[config.mk]
export PLATFORM = sky130hd
export DESIGN_NAME = multicycle_ctrl_fsm
export DESIGN_NICKNAME = d
export VERILOG_FILES = /design/src/rtl/mc_ctrl_pkg.sv /design/src/rtl/mc_ctrl_decode.sv /design/src/rtl/multicycle_ctrl_fsm.sv
export SDC_FILE = /design/constraint.sdc
export NUM_CORES = 1
export LEC_CHECK = 0
export BUFFER_PORTS_ARGS = -buffer_cell sky130_fd_sc_hd__buf_2
export CELL_PAD_IN_SITES_DETAIL_PLACEMENT = 1
export CELL_PAD_IN_SITES_GLOBAL_PLACEMENT = 2
export CORE_ASPECT_RATIO = 0.9
export CORE_MARGIN = 2
export CORE_UTILIZATION = 20
export DETAILED_ROUTE_END_ITERATION = 8
export GPL_ROUTABILITY_DRIVEN = 0
export PLACE_DENSITY = 0.9
export SLEW_MARGIN = 20
export SYNTH_ARGS = -nofsm -noshare
export SYNTH_HDL_FRONTEND = slang
export SYNTH_HIERARCHICAL = 1
export SYNTH_SLANG_ARGS = --single-unit
[constraint.sdc]
create_clock -name Clock -period 1.7 [get_ports Clock]
set_clock_uncertainty 0.1 [all_clocks]
set_input_delay 0.255 -clock Clock [delete_from_list [all_inputs] [get_ports Clock]]
set_output_delay 0.255 -clock Clock [all_outputs]
set_load 0.1 [all_outputs]
[src/rtl/mc_ctrl_pkg.sv]
// Shared types for the multi-cycle control sequencer: state enum, opcode map,
// datapath select encodings and the packed per-cycle control word.
package mc_ctrl_pkg;

   typedef enum logic [3:0] {
      S_IDLE,
      S_FETCH,
      S_DECODE,
      S_EXEC_R,
      S_EXEC_I,
      S_MEM_ADDR,
      S_MEM_RD,
      S_MEM_WB,
      S_MEM_WR,
      S_BRANCH,
      S_JUMP,
      S_ALU_WB,
      S_HALT,
      S_TRAP
   } state_e;

   localparam logic [3:0] OP_RTYPE = 4'h0;
   localparam logic [3:0] OP_ADDI  = 4'h1;
   localparam logic [3:0] OP_LW    = 4'h2;
   localparam logic [3:0] OP_SW    = 4'h3;
   localparam logic [3:0] OP_BEQ   = 4'h4;
   localparam logic [3:0] OP_J     = 4'h5;
   localparam logic [3:0] OP_HALT  = 4'hF;

   localparam logic [1:0] ALUOP_ADD   = 2'b00;
   localparam logic [1:0] ALUOP_SUB   = 2'b01;
   localparam logic [1:0] ALUOP_FUNCT = 2'b10;

   localparam logic [1:0] SRCB_REG = 2'b00;
   localparam logic [1:0] SRCB_ONE = 2'b01;
   localparam logic [1:0] SRCB_IMM = 2'b10;

   localparam logic [1:0] PCSRC_ALU    = 2'b00;
   localparam logic [1:0] PCSRC_ALUOUT = 2'b01;
   localparam logic [1:0] PCSRC_JUMP   = 2'b10;

   typedef struct packed {
      logic       pcWrite;
      logic       pcWriteCond;
      logic       iorD;
      logic       memRead;
      logic       memWrite;
      logic       irWrite;
      logic       memToReg;
      logic       regDst;
      logic       regWrite;
      logic       aluSrcA;
      logic [1:0] aluSrcB;
      logic [1:0] aluOp;
      logic [1:0] pcSource;
      logic       halted;
      logic       trap;
   } ctrl_word_t;

   // States whose exit to FETCH retires an instruction.
   function automatic logic endsInstr(input state_e s);
      return (s == S_ALU_WB) || (s == S_MEM_WB) || (s == S_MEM_WR) ||
             (s == S_BRANCH) || (s == S_JUMP);
   endfunction

endpackage

[src/rtl/mc_ctrl_decode.sv]
// Combinational control-word decode of the sequencer state; only FETCH
// has Mealy terms (IRWrite/PCWrite gated by memory ready).
module mc_ctrl_decode
   import mc_ctrl_pkg::*;
(
   input  state_e     state_i,
   input  logic       memReady_i,
   input  logic       regDst_i,
   output ctrl_word_t ctrl_o
);

   always_comb begin
      ctrl_o = '0;
      case (state_i)
         S_FETCH: begin
            ctrl_o.memRead  = 1'b1;
            ctrl_o.iorD     = 1'b0;
            ctrl_o.aluSrcA  = 1'b0;
            ctrl_o.aluSrcB  = SRCB_ONE;
            ctrl_o.aluOp    = ALUOP_ADD;
            ctrl_o.pcSource = PCSRC_ALU;
            ctrl_o.irWrite  = memReady_i;
            ctrl_o.pcWrite  = memReady_i;
         end
         S_DECODE: begin
            ctrl_o.aluSrcB = SRCB_IMM;
            ctrl_o.aluOp   = ALUOP_ADD;
         end
         S_EXEC_R: begin
            ctrl_o.aluSrcA = 1'b1;
            ctrl_o.aluSrcB = SRCB_REG;
            ctrl_o.aluOp   = ALUOP_FUNCT;
         end
         S_EXEC_I, S_MEM_ADDR: begin
            ctrl_o.aluSrcA = 1'b1;
            ctrl_o.aluSrcB = SRCB_IMM;
            ctrl_o.aluOp   = ALUOP_ADD;
         end
         S_ALU_WB: begin
            ctrl_o.regWrite = 1'b1;
            ctrl_o.regDst   = regDst_i;
         end
         S_MEM_RD: begin
            ctrl_o.memRead = 1'b1;
            ctrl_o.iorD    = 1'b1;
         end
         S_MEM_WB: begin
            ctrl_o.regWrite = 1'b1;
            ctrl_o.memToReg = 1'b1;
         end
         S_MEM_WR: begin
            ctrl_o.memWrite = 1'b1;
            ctrl_o.iorD     = 1'b1;
         end
         S_BRANCH: begin
            ctrl_o.aluSrcA     = 1'b1;
            ctrl_o.aluSrcB     = SRCB_REG;
            ctrl_o.aluOp       = ALUOP_SUB;
            ctrl_o.pcWriteCond = 1'b1;
            ctrl_o.pcSource    = PCSRC_ALUOUT;
         end
         S_JUMP: begin
            ctrl_o.pcWrite  = 1'b1;
            ctrl_o.pcSource = PCSRC_JUMP;
         end
         S_HALT:  ctrl_o.halted = 1'b1;
         S_TRAP:  ctrl_o.trap   = 1'b1;
         default: ctrl_o = '0;
      endcase
   end

endmodule

[src/rtl/multicycle_ctrl_fsm.sv]
// Multi-cycle CPU control sequencer (Moore FSM with sticky HALT/TRAP).
// Define MCCTRL_PERF_CNT_EN to build the cycle/instruction counters.
module multicycle_ctrl_fsm
   import mc_ctrl_pkg::*;
#(
   parameter int OPCODE_W = 4,
   parameter int CNT_W    = 32
) (
   input  logic                Clock,
   input  logic                Reset_n,
   input  logic [OPCODE_W-1:0] Opcode,
   input  logic                Mem_Ready,
   output logic                PCWrite,
   output logic                PCWriteCond,
   output logic                IorD,
   output logic                MemRead,
   output logic                MemWrite,
   output logic                IRWrite,
   output logic                MemToReg,
   output logic                RegDst,
   output logic                RegWrite,
   output logic                ALUSrcA,
   output logic [1:0]          ALUSrcB,
   output logic [1:0]          ALUOp,
   output logic [1:0]          PCSource,
   output logic                Halted,
   output logic                Trap,
   output logic [CNT_W-1:0]    Cycle_Count,
   output logic [CNT_W-1:0]    Instr_Count
);

   state_e     state_q, state_d;
   logic       isLoad_q, isLoad_d;
   logic       regDst_q, regDst_d;
   logic       opHigh;
   ctrl_word_t ctrl;

   // Any bit above the 4-bit opcode map makes the instruction illegal.
   assign opHigh = |(Opcode >> 4);

   always_ff @(posedge Clock or negedge Reset_n) begin
      if (!Reset_n) begin
         state_q  <= S_IDLE;
         isLoad_q <= 1'b0;
         regDst_q <= 1'b0;
      end else begin
         state_q  <= state_d;
         isLoad_q <= isLoad_d;
         regDst_q <= regDst_d;
      end
   end

   always_comb begin
      state_d  = state_q;
      isLoad_d = isLoad_q;
      regDst_d = regDst_q;
      case (state_q)
         S_IDLE:   state_d = S_FETCH;
         S_FETCH:  if (Mem_Ready) state_d = S_DECODE;
         S_DECODE: begin
            if (opHigh) begin
               state_d = S_TRAP;
            end else begin
               case (Opcode[3:0])
                  OP_RTYPE: begin state_d = S_EXEC_R;   regDst_d = 1'b1; end
                  OP_ADDI:  begin state_d = S_EXEC_I;   regDst_d = 1'b0; end
                  OP_LW:    begin state_d = S_MEM_ADDR; isLoad_d = 1'b1; end
                  OP_SW:    begin state_d = S_MEM_ADDR; isLoad_d = 1'b0; end
                  OP_BEQ:   state_d = S_BRANCH;
                  OP_J:     state_d = S_JUMP;
                  OP_HALT:  state_d = S_HALT;
                  default:  state_d = S_TRAP;
               endcase
            end
         end
         S_EXEC_R, S_EXEC_I: state_d = S_ALU_WB;
         S_MEM_ADDR: state_d = isLoad_q ? S_MEM_RD : S_MEM_WR;
         S_MEM_RD:   if (Mem_Ready) state_d = S_MEM_WB;
         S_MEM_WR:   if (Mem_Ready) state_d = S_FETCH;
         S_ALU_WB, S_MEM_WB, S_BRANCH, S_JUMP: state_d = S_FETCH;
         S_HALT, S_TRAP: state_d = state_q;
         default: state_d = S_IDLE;
      endcase
   end

   mc_ctrl_decode uDecode (
      .state_i    (state_q),
      .memReady_i (Mem_Ready),
      .regDst_i   (regDst_q),
      .ctrl_o     (ctrl)
   );

   assign PCWrite     = ctrl.pcWrite;
   assign PCWriteCond = ctrl.pcWriteCond;
   assign IorD        = ctrl.iorD;
   assign MemRead     = ctrl.memRead;
   assign MemWrite    = ctrl.memWrite;
   assign IRWrite     = ctrl.irWrite;
   assign MemToReg    = ctrl.memToReg;
   assign RegDst      = ctrl.regDst;
   assign RegWrite    = ctrl.regWrite;
   assign ALUSrcA     = ctrl.aluSrcA;
   assign ALUSrcB     = ctrl.aluSrcB;
   assign ALUOp       = ctrl.aluOp;
   assign PCSource    = ctrl.pcSource;
   assign Halted      = ctrl.halted;
   assign Trap        = ctrl.trap;

`ifdef MCCTRL_PERF_CNT_EN
   logic [CNT_W-1:0] cycleCnt_q;
   logic [CNT_W-1:0] instrCnt_q;

   always_ff @(posedge Clock or negedge Reset_n) begin
      if (!Reset_n) begin
         cycleCnt_q <= '0;
         instrCnt_q <= '0;
      end else begin
         if (state_q != S_IDLE && state_q != S_HALT && state_q != S_TRAP)
            cycleCnt_q <= cycleCnt_q + CNT_W'(1);
         if (state_d == S_FETCH && endsInstr(state_q))
            instrCnt_q <= instrCnt_q + CNT_W'(1);
      end
   end

   assign Cycle_Count = cycleCnt_q;
   assign Instr_Count = instrCnt_q;
`else
   assign Cycle_Count = '0;
   assign Instr_Count = '0;
`endif

endmodule

; Yosys cells after proc, flatten, opt, wreduce, memory -nomap -nowiden
; Cells that the tools add are included.
[op_classes]
n_eq_ne = 22
mux = 22
n_bitwise = 1
n_reduce_logical = 16
[ops]
columns = operator, n
row1 = one-hot mux 4 bit (8 select lines), 1
row2 = "== test 4 bit, second input constant", 7
row3 = "== test 4 x 3 -> 1 bit, second input constant", 6
row4 = one-hot mux 4 bit (6 select lines), 1
row5 = "== test 4 x 2 -> 1 bit, second input constant", 4
row6 = 2-to-1 mux 4 bit, 4
row7 = one-hot mux 4 bit (4 select lines), 1
row8 = OR reduction 2 bit, 6
row9 = 2-to-1 mux 1 bit, 11
row10 = "== test 4 x 1 -> 1 bit, second input constant", 2
row11 = logical NOT 4 bit, 2
row12 = "!= test 2 bit, second input constant", 3
row13 = one-hot mux 1 bit (2 select lines), 3
row14 = OR reduction 5 bit, 1
row15 = one-hot mux 2 bit (2 select lines), 1
row16 = AND reduction 2 bit, 2
row17 = AND reduction 4 bit, 1
row18 = nonzero test 2 bit, 2
row19 = OR reduction 4 bit, 1
row20 = OR reduction 3 bit, 1
row21 = NOT 1 bit, 1
[word_totals]
reg_bits = 6
inputBits = 7
out_inout_bits = 82
elab_cells = 64

; Longest topological paths before layout
; Gate-level depths: netlist of the first run.
[depth]
word_depth = 4
ltp_mapped = 5
mapped_depth_nobuf = 4

; Cells and area by module
; The synthesis of the first run kept the hierarchy.
[by_module_without_submodules]
columns = mod, instances, cells_per_inst, area_each_um2, seq_area_each_um2
row1 = multicycle_ctrl_fsm, 1, 120, 952.2, 150.1
row2 = mc_ctrl_decode, 1, 38, 249.0, 0.0

; Worst setup path before layout of the first run
; No wires, ideal clock.
[synth_path]
path_type = reg2out
start = register state_q[1]
end = output port IRWrite
arrival_time_ns = 3.774
required_time_ns = 1.345
slack_ns = -2.429
path_stages_with_launch = 3
n_path_buf = 0
path_cell_list = dfrtp_1 > nand2b_1 > nor4b_1
[synth_via]
elab_chain_len = 2
[synth_lines]
columns = item, line_no
row1 = "start, declared", multicycle_ctrl_fsm.sv:32  ; state_e state_q, state_d;
row2 = "start signal, assigned", multicycle_ctrl_fsm.sv:47  ; state_q <= state_d;
row3 = == test 4 x 1 -> 1 bit, mc_ctrl_decode.sv:14  ; case (state_i)
row4 = 2-to-1 mux 1 bit, mc_ctrl_decode.sv:14
row5 = "end, declared", multicycle_ctrl_fsm.sv:18  ; output logic IRWrite,
; Every way passes these cells.

; Worst setup path after layout of the first run
[layout_path]
start = register state_q[1]
end = output port ALUSrcB[1]
[layout_via]
elab_chain_len = 3
elab_cells_between_ends = 8
cone_classes = 6 x eq/ne / 1 x mux / 1 x reduce/logical
[layout_lines]
columns = item, line_no
row1 = == test 4 x 2 -> 1 bit / == test 4 x 3 -> 1 bit (equally long branches), mc_ctrl_decode.sv:14
row2 = OR reduction 3 bit (no line), n/a
row3 = one-hot mux 4 bit (4 select lines) *, mc_ctrl_decode.sv:14
row4 = "end, declared", multicycle_ctrl_fsm.sv:23  ; output logic [1:0] ALUSrcB,
; Every way passes the cells marked *; elsewhere a longest branch is shown, timed or not.

==> results of run 1 <==
cells in the final DEF, fill, tap and decap left out, types with 5 or more instances in the layout:
master	n
inv_1	5
nor2_1	6
a21oi_1	5
a21oi_4	5
buf_12	22
buf_6	9
conb_1	64
buf_2	6
nor2_4	6
buf_4	17
repair_timing:
item	CTS	global route
gates resized for setup	22	10
setup buffers	17	0
endpoints found under the setup margin	18	21
hold endpoints to repair	6	0
hold buffers	1	0
pin swaps	13	8
worst paths after layout:
path	endpoint	slack (ns)	cells past startpoint
max in group asynchronous	state_q[2]	1.03	2
worst max register to register	regDst_q	-0.04	6
worst min register to register	isLoad_q	0.47	2
worst max-delay path	ALUSrcB[1]	-0.12	4
min in group asynchronous	state_q[3]	0.30	2
worst min-delay path	isLoad_q	0.17	2
layer usage:
layer / GRT usage / wire [um] / up-vias
li1: - / - / 503
met1: 0.114 / 1250 / 493
met2: 0.159 / 1650 / 53
met3: 0.00957 / 198 / 4
met4: 0.0286 / 34 / 0
met5: 0 / 0 / -
state kept, by name, indices dropped and copies added, names as in the netlist:
| signal | flops |
|---|---|
| regDst_q | 1 |
| state_q | 4 |
| isLoad_q | 1 |
worst reg2reg max path: cells and delay by family, from the launching register on:
kind          cells  cell delay, ns
buf+inv           2            0.27
flops             1            0.43
mux               1            0.31
simple gates      3            0.51
cells by family after synthesis:
| kind of cell | after synthesis |
|---|---|
| DFF | 6 |
| muxes | 2 |
| xor gates and xnor gates | 2 |
| other | 1 |
| AOI/OAI and AO/OA | 26 |
| and+or+nand+nor | 43 |
| buffers and inverters | 78 |
stage by stage:
step / setup TNS [ns] / utilization
2_1_floorplan: -2.94 / -
3_3_place_gp: 0 / 0.298
3_5_place_dp: 0 / 0.298
4_1_cts: -1.23 / 0.349
5_1_grt: -1.90 / 0.358
6_report: -0.982 / 0.358
cell type report:
cell class	instances	share of cell area
clock buffer	3	0.0201
inverter	5	0.00916
multi-input combinational	137	0.484
sequential	6	0.0757
tap	70	0.0427
timing repair buffer	58	0.368
==> flow_metrics.tcl, run 1 <==
set metrics [dict create \
    status "finished, violations left" \
    violations "negative setup slack" \
    max_stage_delay_ns 0.40 \
    synth_cell_type_count 39 \
    viasPerCell 3.77 \
    cp-startpoint "state_q[1]" \
    hold_slack_ns 0.170 \
    yosysSeqAreaShare 0.125 \
    nFillCells 681 \
    synth_area_sq_mm 0.00120 \
    synthToLayoutAreaGrowth_pct 70.6 \
    multiInputGateArea_sq_um 992 \
    post_synth_inst_count 158 \
    clockBufferDepth 2 \
    htreeDepth 1 \
    critPathArrivalTime_ns 1.47 \
    crit_required_ns 1.34 \
    cp_slowest_cell "dfrtp_2" \
    avgRoutedWirePerCell_um 11.2 \
    cts-root-buf "clkbuf_8" \
    syn_avg_cell_area_sq_um 7.60 \
    setup_ws_ns -0.120 \
    dp_slack_ns 0.0237 \
    r2r_start "state_q[2]" \
    vias 1053 \
    setup_viol 15 \
    cts_tree "built" \
    grt_setup_unrepaired "yes" \
    synthXorXnorAreaFrac 0.0146 \
    yosysMostFrequentCell "buf_4" \
    drc_errors 0 \
    pin_count 89 \
    start_util 0.210 \
    critPathMaxFanout 6 \
    postRouteWirelength_um 3130 \
    grt_pass1_wl_um 4840 \
    drtIter0Drc 11 \
    path_class "register to output pin" \
    maxCapViolCount 0 \
    synth_compound_area_frac 0.139 \
    drive_gt1_frac 0.459 \
    ant_nets 0 \
    port_buffers 24 \
    synth_top_area_share 0.406 \
    synth_flop_cell "dfrtp_1" \
    final_area_sq_mm 0.00205 \
    placementRows 26 \
    min_from "Opcode[0]" \
    hold_class "input pin to register" \
    seq_area_sq_um 155 \
    synth.largest_area_cell "buf_4" \
    final_hold_viol_count 0 \
    crit_family "flip-flops" \
    synth_top_family_by_area "buffers and inverters" \
    clock.fmax_mhz 549 \
    synth_area_leaders "buf_4 (41%), dfrtp_1 (13%), a21oi_1 (4.2%)" \
    antenna_found_initial 0 \
    crit_buf_inv 2 \
    synth_simple_gate_area_frac 0.226 \
    clk_latency_ns 0.22 \
    fin_crit_sh 1.07 \
    placed_cell_area_sq_mm 0.00171 \
    synth_warnings 6 \
    cts.clk_slew.worst_paths_ns 0.04 \
    dieArea_sq_mm 0.00664 \
    design.core.area_sq_mm 0.00573 \
    synth_edf_count 0 \
    place_inst 258 \
    dr.pass1.iters 4 \
    grt_usage 0.0900 \
    synthMuxAreaShare 0.0177 \
    slew_violations 0 \
    final_cells 279 \
    place_hpwl_um 2500 \
    nets 218 \
    async_reset_ff_frac 1.00 \
    cts_sinks 6 \
    grt_max_degree 13 \
    gr-total-overflow 0 \
    grt_pass1_vias 1011 \
    n_antenna_cell 0 \
    dieWidth_um 85.7 \
    synthAdderAreaFrac 0 \
    synth-seq-cells 6 \
    worstSetupEndpointType "output pin" \
    cts_buffers 3 \
    die_y_um 77.5 \
    crit_chain "buf_6 -> or3b_4 -> a21oi_4 -> buf_12" \
    min_period_ns 1.82 \
    synth_common_cells "buf_4 (65), nor2_1 (12), a21oi_1 (10)" \
    cp-start-kind "register" \
]
Power of run 1 is left out: the tool's default activity adds up to more than one toggle a clock period on the data nets, which glitch-free logic cannot reach.
==> run 2: changes to the inputs <==
Settings changed: ABC_AREA set to 1, CORE_UTILIZATION 20 to 18, PLACE_DENSITY 0.9 to 0.89, TNS_END_PERCENT set to 20.
==> run 2 against run 1 <==
The run now ends clean; sequential cell count is the same; routed wire length shrank 13%; hold slack about the same; register-to-register slack improved by 0.13 ns; core utilization is 9.6 points lower; largest cell class unchanged; die area up 5.9%; setup slack improved by 0.12 ns; critical path depth unchanged; maximum frequency rose by 7.2%.
==> flow_metrics.tcl, run 2 <==
set metrics [dict create \
    status "completed" \
    clockBufferDepth 2 \
    multiInputGateArea_sq_um 771 \
    setup_ws_ns 0.00235 \
    cts_tree "built" \
    min_period_ns 1.70 \
    grt_max_degree 9 \
    dieWidth_um 88.2 \
    final_common_cell "conb_1" \
    critPathMaxFanout 6 \
    crit_required_ns 1.34 \
    syn_avg_cell_area_sq_um 6.18 \
    htreeDepth 1 \
    grt_pass1_vias 939 \
    path_class "register to output pin" \
    dp_slack_ns -0.0221 \
    start_util 0.187 \
    slew_violations 0 \
    synth_edf_count 0 \
    cts_sinks 6 \
    nFillCells 772 \
    maxCapViolCount 0 \
    cts_buffers 3 \
    critPathArrivalTime_ns 1.34 \
    max_stage_delay_ns 0.46 \
    grt_pass1_wl_um 4130 \
    dr.pass1.iters 2 \
    crit_buf_inv 2 \
    avgRoutedWirePerCell_um 8.97 \
    nets 226 \
    final_cells 305 \
    port_buffers 24 \
    clk_latency_ns 0.23 \
    synth_top_area_share 0.425 \
    vias 1025 \
    drtIter0Drc 49 \
    gr-total-overflow 0 \
    grt_usage 0.0751 \
    synth.largest_area_cell "buf_4" \
    postLayoutCoreUtil 0.262 \
    fin_crit_sh 0.999 \
    clock.fmax_mhz 589 \
    worstSetupEndpointType "output pin" \
    drc_errors 0 \
    cts-root-buf "clkbuf_8" \
    pin_count 89 \
    crit_chain "inv_2 -> nand2_1 -> a21oi_4 -> buf_12" \
    synth_common_cells "buf_4 (65), nand2_1 (40), inv_1 (18), nor2_1 (18), nand3_1 (9)" \
    top_regs "state_q x4, isLoad_q x1, regDst_q x1" \
    hold_class "input pin to register" \
    place_inst 298 \
    place_hpwl_um 2440 \
    synthToLayoutAreaGrowth_pct 40.1 \
    layout_common_cells "conb_1 (64), nand2_1 (35), buf_12 (18)" \
    n_antenna_cell 0 \
    grt_setup_unrepaired "yes" \
    placementRows 27 \
    synth_cell_type_count 19 \
    drive_gt1_frac 0.317 \
    async_reset_ff_frac 1.00 \
    synth_area_sq_mm 0.00115 \
    cts.clk_slew.worst_paths_ns 0.04 \
    design.core.area_sq_mm 0.00615 \
    ant_nets 0 \
    cp-start-kind "register" \
    post_synth_inst_count 186 \
    die_y_um 79.8 \
    synth_flop_cell "dfrtp_1" \
    yosysSeqAreaShare 0.131 \
    setup_viol 0 \
    regMostFlops "state_q" \
    postRouteWirelength_um 2740 \
    synth_warnings 6 \
    seq_area_sq_um 155 \
    synth-seq-cells 6 \
    hold_slack_ns 0.170 \
    yosysMostFrequentCell "buf_4" \
    cp_slowest_cell "dfrtp_2" \
    dieArea_sq_mm 0.00704 \
    viasPerCell 3.36 \
    largest_reg_flops 4 \
    crit_family "flip-flops" \
    antenna_found_initial 0 \
    final_hold_viol_count 0 \
    synth_area_leaders "buf_4 (42%), dfrtp_1 (13%), nand2_1 (13%)" \
]
run 2: changes by cell type in the layout (fill, tap and decap cells not counted), moves of 5 or more:
cell     change
buf_4       -12
inv_2        +5
buf_6        -9
nor2_1       +5
nand3_1      +7
inv_1        +9
nor2_2       +6
nand2_1     +32
run 2: metrics by stage:
step	TNS, ns	area, sq um
after floorplan	-1.79	1470
after global placement	0	1500
after detailed placement	-0.0221	1500
after CTS	-0.0974	1590
after global routing	-0.637	1610
final	0	1610
run 2: worst register-to-register path, cell delays in order (launching register included):
cell and delay, ns:
dfrtp_2 0.46, buf_4 0.17, inv_1 0.07, nor2_2 0.19, nand2_2 0.13, a21oi_4 0.17
nor2_1 0.09, nand2_1 0.08, nand2_1 0.05
run 2: final timing paths:
path / from / endpoint / slack, ns / cells after the start
worst max-delay path: state_q[3] / RegWrite / 0.002 / 4
worst min-delay path: Opcode[0] / isLoad_q / 0.17 / 2
worst max register to register: state_q[2] / state_q[1] / 0.09 / 8
worst min register to register: regDst_q / regDst_q / 0.44 / 2
max in group asynchronous: Reset_n / state_q[3] / 1.03 / 2
min in group asynchronous: Reset_n / isLoad_q / 0.31 / 2
run 2: routing by layer:
layer | vias to the layer above | track usage | wire [um]
li1 | 503 | - | -
met1 | 470 | 0.0819 | 1040
met2 | 50 | 0.143 | 1480
met3 | 2 | 0.00620 | 172
met4 | 0 | 0.0364 | 36
met5 | - | 0 | 0
run 2: repair_timing:
action	CTS	global route
endpoints found under the setup margin	17	18
pin swaps	0	1
hold buffers	1	0
hold endpoints to repair	6	0
resized for setup	9	6
setup buffers	2	0
run 2: cells by family (layout without fill, tap and decap cells):
group | count (synthesis) | in the layout | share of synthesized area
AND/OR/NAND/NOR | 78 | 78 | 0.294
other | 1 | 64 | 0.00326
buffers and inverters | 87 | 56 | 0.497
AO/OA/AOI/OAI | 14 | 14 | 0.0752
flip-flops | 6 | 6 | 0.131
run 2: area by class of cell:
| type | instances | area share |
|---|---|---|
| Clock buffer | 4 | 0.0280 |
| Inverter | 22 | 0.0568 |
| Multi-Input combinational cell | 156 | 0.479 |
| Sequential cell | 6 | 0.0964 |
| Tap cell | 87 | 0.0677 |
| Timing Repair Buffer | 30 | 0.272 |
Power of run 2 is left out for the same reason.
